### config.mk
export PLATFORM = sky130hd
export DESIGN_NAME = top10_sched_flat
export DESIGN_NICKNAME = d
export VERILOG_FILES = /design/src/rtl/top10_sched_if.sv /design/src/rtl/top10_sched.sv /design/src/flat_wrapper.sv
export SDC_FILE = /design/constraint.sdc
export NUM_CORES = 1
export LEC_CHECK = 0
export CAP_MARGIN = 20
export CORE_AREA = 2 2 379 381
export CTS_CLUSTER_DIAMETER = 50
export DETAILED_ROUTE_END_ITERATION = 8
export DIE_AREA = 0 0 381 383
export GPL_TIMING_DRIVEN = 1
export PLACE_DENSITY_LB_ADDON = 0.05
export SYNTH_ARGS = -nofsm -noshare
export SYNTH_HDL_FRONTEND = slang
export SYNTH_SLANG_ARGS = --single-unit
### constraint.sdc
create_clock -name clk -period 2 [get_ports clk]
set_input_delay 0.6 -clock clk [delete_from_list [all_inputs] [get_ports clk]]
set_output_delay 0.6 -clock clk [all_outputs]
set_load 0.02 [all_outputs]
### src/rtl/top10_sched_if.sv
// Handshake and sorter bundle for top10_sched: job input, result output and sorter control.
`default_nettype none

interface top10_sched_if #(
  parameter int DATA_WIDTH = 16,
  parameter int NUM_WORDS  = 16
);
  logic                            in_valid;
  logic                            in_ready;
  logic [DATA_WIDTH*NUM_WORDS-1:0] in_data;
  logic                            flush;
  logic                            sort_rst;
  logic                            sort_en;
  logic [DATA_WIDTH*NUM_WORDS-1:0] sort_array;
  logic [DATA_WIDTH*10-1:0]        sort_vals;
  logic [59:0]                     sort_ids;
  logic                            out_valid;
  logic                            out_ready;
  logic [DATA_WIDTH*10-1:0]        out_vals;
  logic [59:0]                     out_ids;
  logic                            busy;

  modport slave (
    input  in_valid, in_data, flush, sort_vals, sort_ids, out_ready,
    output in_ready, sort_rst, sort_en, sort_array, out_valid, out_vals, out_ids, busy
  );

  modport master (
    output in_valid, in_data, flush, sort_vals, sort_ids, out_ready,
    input  in_ready, sort_rst, sort_en, sort_array, out_valid, out_vals, out_ids, busy
  );
endinterface

`default_nettype wire

### src/rtl/top10_sched.sv
// top10_sched: sequences one selection-sort job (clear, enable, capture, hold) for the top-10 sorter.
// Optional TOP10_SCHED_PERF_EN adds job_count and stall_cycles counters.
`default_nettype none

module top10_sched #(
  parameter int DATA_WIDTH  = 16,
  parameter int NUM_WORDS   = 16,
  parameter int SORT_CYCLES = 10*NUM_WORDS-45
) (
  input  logic               clk,
  input  logic               rst,
  top10_sched_if.slave       bus
`ifdef TOP10_SCHED_PERF_EN
  ,
  output logic [15:0]        job_count,
  output logic [15:0]        stall_cycles
`endif
);

  localparam int CNT_W = $clog2(SORT_CYCLES+1);

  typedef enum logic [2:0] {
    S_IDLE    = 3'd0,
    S_CLEAR   = 3'd1,
    S_SORT    = 3'd2,
    S_CAPTURE = 3'd3,
    S_HOLD    = 3'd4
  } state_t;

  state_t                          r_state;
  state_t                          w_next;
  logic [CNT_W-1:0]                r_cnt;
  logic                            r_sort_rst;
  logic [DATA_WIDTH*NUM_WORDS-1:0] r_sort_array;
  logic [DATA_WIDTH*10-1:0]        r_out_vals;
  logic [59:0]                     r_out_ids;
  logic                            r_out_valid;
  logic                            w_accept;
  logic                            w_abort;
  logic                            w_capture;
  logic                            w_release;

  always_ff @(posedge clk or negedge rst) begin
    if (!rst) r_state <= S_IDLE;
    else      r_state <= w_next;
  end

  always_comb begin
    w_next    = r_state;
    w_accept  = 1'b0;
    w_abort   = 1'b0;
    w_capture = 1'b0;
    w_release = 1'b0;
    case (r_state)
      S_IDLE: begin
        if (bus.in_valid && !bus.flush) begin
          w_accept = 1'b1;
          w_next   = S_CLEAR;
        end
      end
      S_CLEAR: begin
        if (bus.flush) begin
          w_abort = 1'b1;
          w_next  = S_IDLE;
        end else begin
          w_next = S_SORT;
        end
      end
      S_SORT: begin
        if (bus.flush) begin
          w_abort = 1'b1;
          w_next  = S_IDLE;
        end else if (r_cnt == CNT_W'(SORT_CYCLES-1)) begin
          w_next = S_CAPTURE;
        end
      end
      S_CAPTURE: begin
        if (bus.flush) begin
          w_abort = 1'b1;
          w_next  = S_IDLE;
        end else begin
          w_capture = 1'b1;
          w_next    = S_HOLD;
        end
      end
      S_HOLD: begin
        // flush and out_ready both retire the held result
        if (bus.flush || bus.out_ready) begin
          w_release = 1'b1;
          w_next    = S_IDLE;
        end
      end
      default: w_next = S_IDLE;
    endcase
  end

  always_ff @(posedge clk or negedge rst) begin
    if (!rst) begin
      r_cnt        <= '0;
      r_sort_rst   <= 1'b1;
      r_sort_array <= '0;
      r_out_vals   <= '0;
      r_out_ids    <= '0;
      r_out_valid  <= 1'b0;
    end else begin
      r_sort_rst <= (w_next == S_CLEAR) || w_abort;
      if (r_state == S_SORT) r_cnt <= r_cnt + 1'b1;
      else                   r_cnt <= '0;
      if (w_accept) r_sort_array <= bus.in_data;
      if (w_capture) begin
        r_out_vals  <= bus.sort_vals;
        r_out_ids   <= bus.sort_ids;
        r_out_valid <= 1'b1;
      end else if (w_release) begin
        r_out_valid <= 1'b0;
      end
    end
  end

  // in_ready is gated by reset so the block refuses jobs while held in reset
  assign bus.in_ready   = (r_state == S_IDLE) && rst;
  assign bus.busy       = (r_state != S_IDLE);
  assign bus.sort_en    = (r_state == S_SORT);
  assign bus.sort_rst   = r_sort_rst;
  assign bus.sort_array = r_sort_array;
  assign bus.out_valid  = r_out_valid;
  assign bus.out_vals   = r_out_vals;
  assign bus.out_ids    = r_out_ids;

`ifdef TOP10_SCHED_PERF_EN
  logic [15:0] r_job_count;
  logic [15:0] r_stall_cycles;

  always_ff @(posedge clk or negedge rst) begin
    if (!rst) begin
      r_job_count    <= '0;
      r_stall_cycles <= '0;
    end else begin
      if (r_state == S_HOLD && bus.out_ready) r_job_count <= r_job_count + 16'd1;
      if (r_state == S_HOLD && !bus.out_ready && r_stall_cycles != 16'hFFFF)
        r_stall_cycles <= r_stall_cycles + 16'd1;
    end
  end

  assign job_count    = r_job_count;
  assign stall_cycles = r_stall_cycles;
`else
  // performance counters not built
`endif

endmodule

`default_nettype wire

### src/flat_wrapper.sv
// flat-port wrapper written by rule: the top's interface ports become plain ports
module top10_sched_flat 
#(
  parameter int DATA_WIDTH  = 16,
  parameter int NUM_WORDS   = 16,
  parameter int SORT_CYCLES = 10*NUM_WORDS-45
)
  (clk, rst, bus_in_valid, bus_in_data, bus_flush, bus_sort_vals, bus_sort_ids, bus_out_ready, bus_in_ready, bus_sort_rst, bus_sort_en, bus_sort_array, bus_out_valid, bus_out_vals, bus_out_ids, bus_busy);
  top10_sched_if #(.DATA_WIDTH(DATA_WIDTH), .NUM_WORDS(NUM_WORDS)) bus_i ();
  input  logic clk;
  input  logic rst;
  input wire logic [$bits(bus_i.in_valid)-1:0] bus_in_valid;
  input wire logic [$bits(bus_i.in_data)-1:0] bus_in_data;
  input wire logic [$bits(bus_i.flush)-1:0] bus_flush;
  input wire logic [$bits(bus_i.sort_vals)-1:0] bus_sort_vals;
  input wire logic [$bits(bus_i.sort_ids)-1:0] bus_sort_ids;
  input wire logic [$bits(bus_i.out_ready)-1:0] bus_out_ready;
  output wire logic [$bits(bus_i.in_ready)-1:0] bus_in_ready;
  output wire logic [$bits(bus_i.sort_rst)-1:0] bus_sort_rst;
  output wire logic [$bits(bus_i.sort_en)-1:0] bus_sort_en;
  output wire logic [$bits(bus_i.sort_array)-1:0] bus_sort_array;
  output wire logic [$bits(bus_i.out_valid)-1:0] bus_out_valid;
  output wire logic [$bits(bus_i.out_vals)-1:0] bus_out_vals;
  output wire logic [$bits(bus_i.out_ids)-1:0] bus_out_ids;
  output wire logic [$bits(bus_i.busy)-1:0] bus_busy;
  assign bus_i.in_valid = bus_in_valid;
  assign bus_i.in_data = bus_in_data;
  assign bus_i.flush = bus_flush;
  assign bus_i.sort_vals = bus_sort_vals;
  assign bus_i.sort_ids = bus_sort_ids;
  assign bus_i.out_ready = bus_out_ready;
  assign bus_in_ready = bus_i.in_ready;
  assign bus_sort_rst = bus_i.sort_rst;
  assign bus_sort_en = bus_i.sort_en;
  assign bus_sort_array = bus_i.sort_array;
  assign bus_out_valid = bus_i.out_valid;
  assign bus_out_vals = bus_i.out_vals;
  assign bus_out_ids = bus_i.out_ids;
  assign bus_busy = bus_i.busy;
  top10_sched #(.DATA_WIDTH(DATA_WIDTH), .NUM_WORDS(NUM_WORDS), .SORT_CYCLES(SORT_CYCLES)) u_core (.clk(clk), .rst(rst), .bus(bus_i));
endmodule
==> results of run 1 <==
-- cells in the final DEF (no fill, tap or decap), types with 4 or more instances in the layout --
| master | instances |
|---|---|
| mux2_1 | 277 |
| nand2_1 | 4 |
| clkinv_4 | 5 |
| o21ai_0 | 5 |
| clkdlybuf4s50_1 | 479 |
| buf_6 | 13 |
| dfrtp_2 | 4 |
| buf_2 | 447 |
| clkdlybuf4s15_2 | 19 |
| buf_12 | 25 |
| clkbuf_8 | 21 |
| clkinvlp_4 | 7 |
| diode_2 | 8 |
| clkinv_2 | 22 |
| clkbuf_1 | 11 |
| a21oi_1 | 4 |
| dfrtp_1 | 483 |
| mux2_2 | 199 |
| bufinv_16 | 18 |
| nor2_1 | 7 |
| buf_4 | 39 |
| clkbuf_16 | 112 |
-- final timing paths --
check / cells past startpoint / slack, ps / start / end
setup / recovery: 3 / -300 / u_core.r_state[0] / bus_in_ready
min in group asynchronous: 3 / 510 / rst / u_core.bus.sort_array[140]
max in group asynchronous: 4 / 460 / rst / u_core.bus.sort_array[19]
setup reg to reg: 5 / 190 / u_core.r_state[2] / u_core.bus.out_vals[40]
hold / removal: 1 / 470 / u_core.bus.out_vals[25] / u_core.bus.out_vals[25]
hold reg to reg: 1 / 470 / u_core.bus.out_vals[25] / u_core.bus.out_vals[25]
-- through the flow --
| step | area (µm²) | power, mW |
|---|---|---|
| floorplan | 18330 | 19.80 |
| global route | 32420 | 47.32 |
| finish | 32440 | 44.95 |
| detailed placement | 30600 | 28.77 |
| CTS | 32560 | 46.29 |
| global placement | 30600 | 28.78 |
-- cell type report --
class,count,area (µm²),share of cell area (%)
Antenna cell,8,20.02,0.06171
Clock buffer,144,3133,9.658
Clock inverter,56,800.8,2.468
Inverter,3,11.26,0.03471
Multi-Input combinational cell,520,5658,17.44
Sequential cell,488,12220,37.66
Tap cell,1903,2381,7.340
Timing Repair Buffer,1025,8218,25.33
-- state kept, by name, indices dropped and copies added, names as in the netlist --
register,count
u_core.bus.sort_array,256
u_core.bus.sort_rst,1
u_core.bus.out_valid,1
u_core.bus.out_ids,60
u_core.r_state,3
u_core.r_cnt,7
u_core.bus.out_vals,160
-- what timing repair did --
action / CTS / global route
setup buffers: 3 / 3
hold buffers: 1 / 0
pin swaps: 1 / 1
endpoints found under the setup margin: 480 / 34
endpoints found under the hold margin: 41 / 0
gates resized for setup: 2067 / 37
-- metal layers --
metal	vias to the layer above	wire length, µm	GRT usage (%)
met4	26	1993	3.330
met1	6743	28340	10.85
met3	153	8720	5.787
met2	572	47660	21.99
met5	-	163	0
li1	5986	-	-
-- power groups by stage --
stage	Combinational, mW	Sequential (mW)	Clock [mW]
after detailed placement	14.5	14.2	0
after global placement	14.6	14.2	0
after floorplan	2.32	17.5	0
final	11.7	14.0	19.3
after global routing	12.4	14.4	20.5
after CTS	12.2	14.0	20.0
-- worst max-delay path: cells and delay by family (launching register included) --
family	cells	cell delay (ps)
buffers and inverters	1	110
and+or+nand+nor	2	470
DFF	1	430
-- kinds of logic (layout without fill, tap and decap cells) --
| group | Yosys count | in the layout | share of synthesized area, % |
|---|---|---|---|
| flip-flops | 488 | 488 | 66.64 |
| AND/OR/NAND/NOR | 27 | 27 | 0.8398 |
| multiplexers | 476 | 476 | 29.25 |
| XOR/XNOR | 4 | 4 | 0.1912 |
| buffers and inverters | 57 | 1228 | 2.594 |
| adder cells (fa/ha/maj) | 2 | 2 | 0.1365 |
| AO/OA/AOI/OAI | 11 | 11 | 0.3482 |
| other | 0 | 8 | 0 |
==> flow_metrics.env, run 1 <==
export IMPL_insertion_delay_ps=680
export IMPL_dp_hpwl_um=68530
export IMPL_final_util_pct=22.80
export IMPL_yosys_area_top_type="dfrtp_1"
export IMPL_peakVddDrop_mv=0.7368
export IMPL_clk_path_buf_depth=3
export IMPL_grt_max_degree=71
export IMPL_rows=139
export IMPL_die_y_um=383
export IMPL_vias=13480
export IMPL_slowest_stage="dfrtp_2"
export IMPL_syn_avg_cell_area_um2=17.21
export IMPL_slew_headroom_pct=54.37
export IMPL_stdcell_count=4147
export IMPL_yosys_cell_count_top_type="dfrtp_1"
export IMPL_combPwrFrac_pct=26.0
export IMPL_htreeDepth=3
export IMPL_clkPwrFrac_pct=42.9
export IMPL_grt_overflow_total=0
export IMPL_vias_per_cell=3.251
export IMPL_setup_viol=3
export IMPL_cts_root_buf="clkbuf_16"
export IMPL_final_layout_size_suffix_gt1_share_pct=42.40
export IMPL_hold_viol=0
export IMPL_maxSlewViolCount=0
export IMPL_grt_first_pass_wirelength_um=119900
export IMPL_area_growth_pct=77.01
export IMPL_numPortBuffers=961
export IMPL_wl_per_cell_um=20.95
export IMPL_cp_required_ps=1400
export IMPL_die_area_mm2=0.1459
export IMPL_grtUsageTotal_pct=11.61
export IMPL_p_switching_mw=14.40
export IMPL_grt_pass1_vias=14920
export IMPL_clock_sinks=488
export IMPL_cp_start_kind="flop"
export IMPL_pin_count=962
export IMPL_violations="setup timing"
export IMPL_setup_ws_ps=-297.6
export IMPL_netlist_cell_type_count=28
export IMPL_cpPeakStageDelay_ps=430
export IMPL_antenna_found_initial=22
export IMPL_cell_internal_pwr_mw=30.55
export IMPL_wirelength_um=86880
export IMPL_tns_ps=-759.8
export IMPL_fin_crit_sh_pct=114.9
export IMPL_worstSetupPathType="flop to output port"
export IMPL_synth_top_area_share_pct=66.50
export IMPL_synth_area_leaders="dfrtp_1, mux2_1, mux2_2, buf_6, buf_8"
export IMPL_drtAntennaViolNets=0
export IMPL_ys_seq_area_share_pct=66.64
export IMPL_worst_clock_skew_ps=18.19
export IMPL_status="finished with violations"
export IMPL_syn_cell_area_mm2=0.01833
export IMPL_switching_share_pct=32.04
export IMPL_cts_tree="done"
export IMPL_fmax_ghz=0.4352
export IMPL_synth_async_sr_flop_share_pct=100.0
export IMPL_crit_path_end_kind="output port"
export IMPL_drc=0
export IMPL_place_ws_ps=-481.7
export IMPL_worst_pin_slew_ps=684.4
export IMPL_netlist_instances=1065
export IMPL_synthTopCellsByCount="dfrtp_1, mux2_1, mux2_2"
export IMPL_power_density_mw_per_mm2=1386
export IMPL_synth_seq_cells=488
export IMPL_path_cells="nor3_4 > and2_4 > buf_12"
export IMPL_dp_cells=3932
export IMPL_synth_edf_count=0
export IMPL_max_cap_violations=0
export IMPL_core_mm2=0.1423
export IMPL_pwr_share_seq_pct=31.1
export IMPL_cts_buffers_inserted=108
export IMPL_synth_ff_type="dfrtp_1"
export IMPL_num_nets_final=2629
export IMPL_hp_class="flop to flop"
export IMPL_ys_warn_count=0
export IMPL_dr_first_iter_drc_count=276
export IMPL_p_leak_nw=14.38
export IMPL_drt_pass1_iter_count=4
export IMPL_hold_slack_ps=471.0
export IMPL_crit_fanout=3
export IMPL_period_needed_ps=2298
export IMPL_place_congestion=0.7846
export IMPL_fill_cells=15300
export IMPL_rsz0062_at_grt="true"
export IMPL_die_w_um=381
export IMPL_start_util_pct=12.88
export IMPL_clk_pin_slew_ps=50
export IMPL_crit_arrival_ps=1700
export IMPL_mappedNetlistNets=1548
No activity file was read; power rests on OpenSTA's default activity.
==> run 2: changes to the inputs <==
--- a/config.mk
+++ b/config.mk
@@ -12,6 +12,7 @@
 export DIE_AREA = 0 0 381 383
 export GPL_TIMING_DRIVEN = 1
 export PLACE_DENSITY_LB_ADDON = 0.05
+export SKIP_LAST_GASP = 1
 export SYNTH_ARGS = -nofsm -noshare
 export SYNTH_HDL_FRONTEND = slang
 export SYNTH_SLANG_ARGS = --single-unit
==> results of run 2 <==
No change in the layout: final DEF, timing and power equal those of run 1.
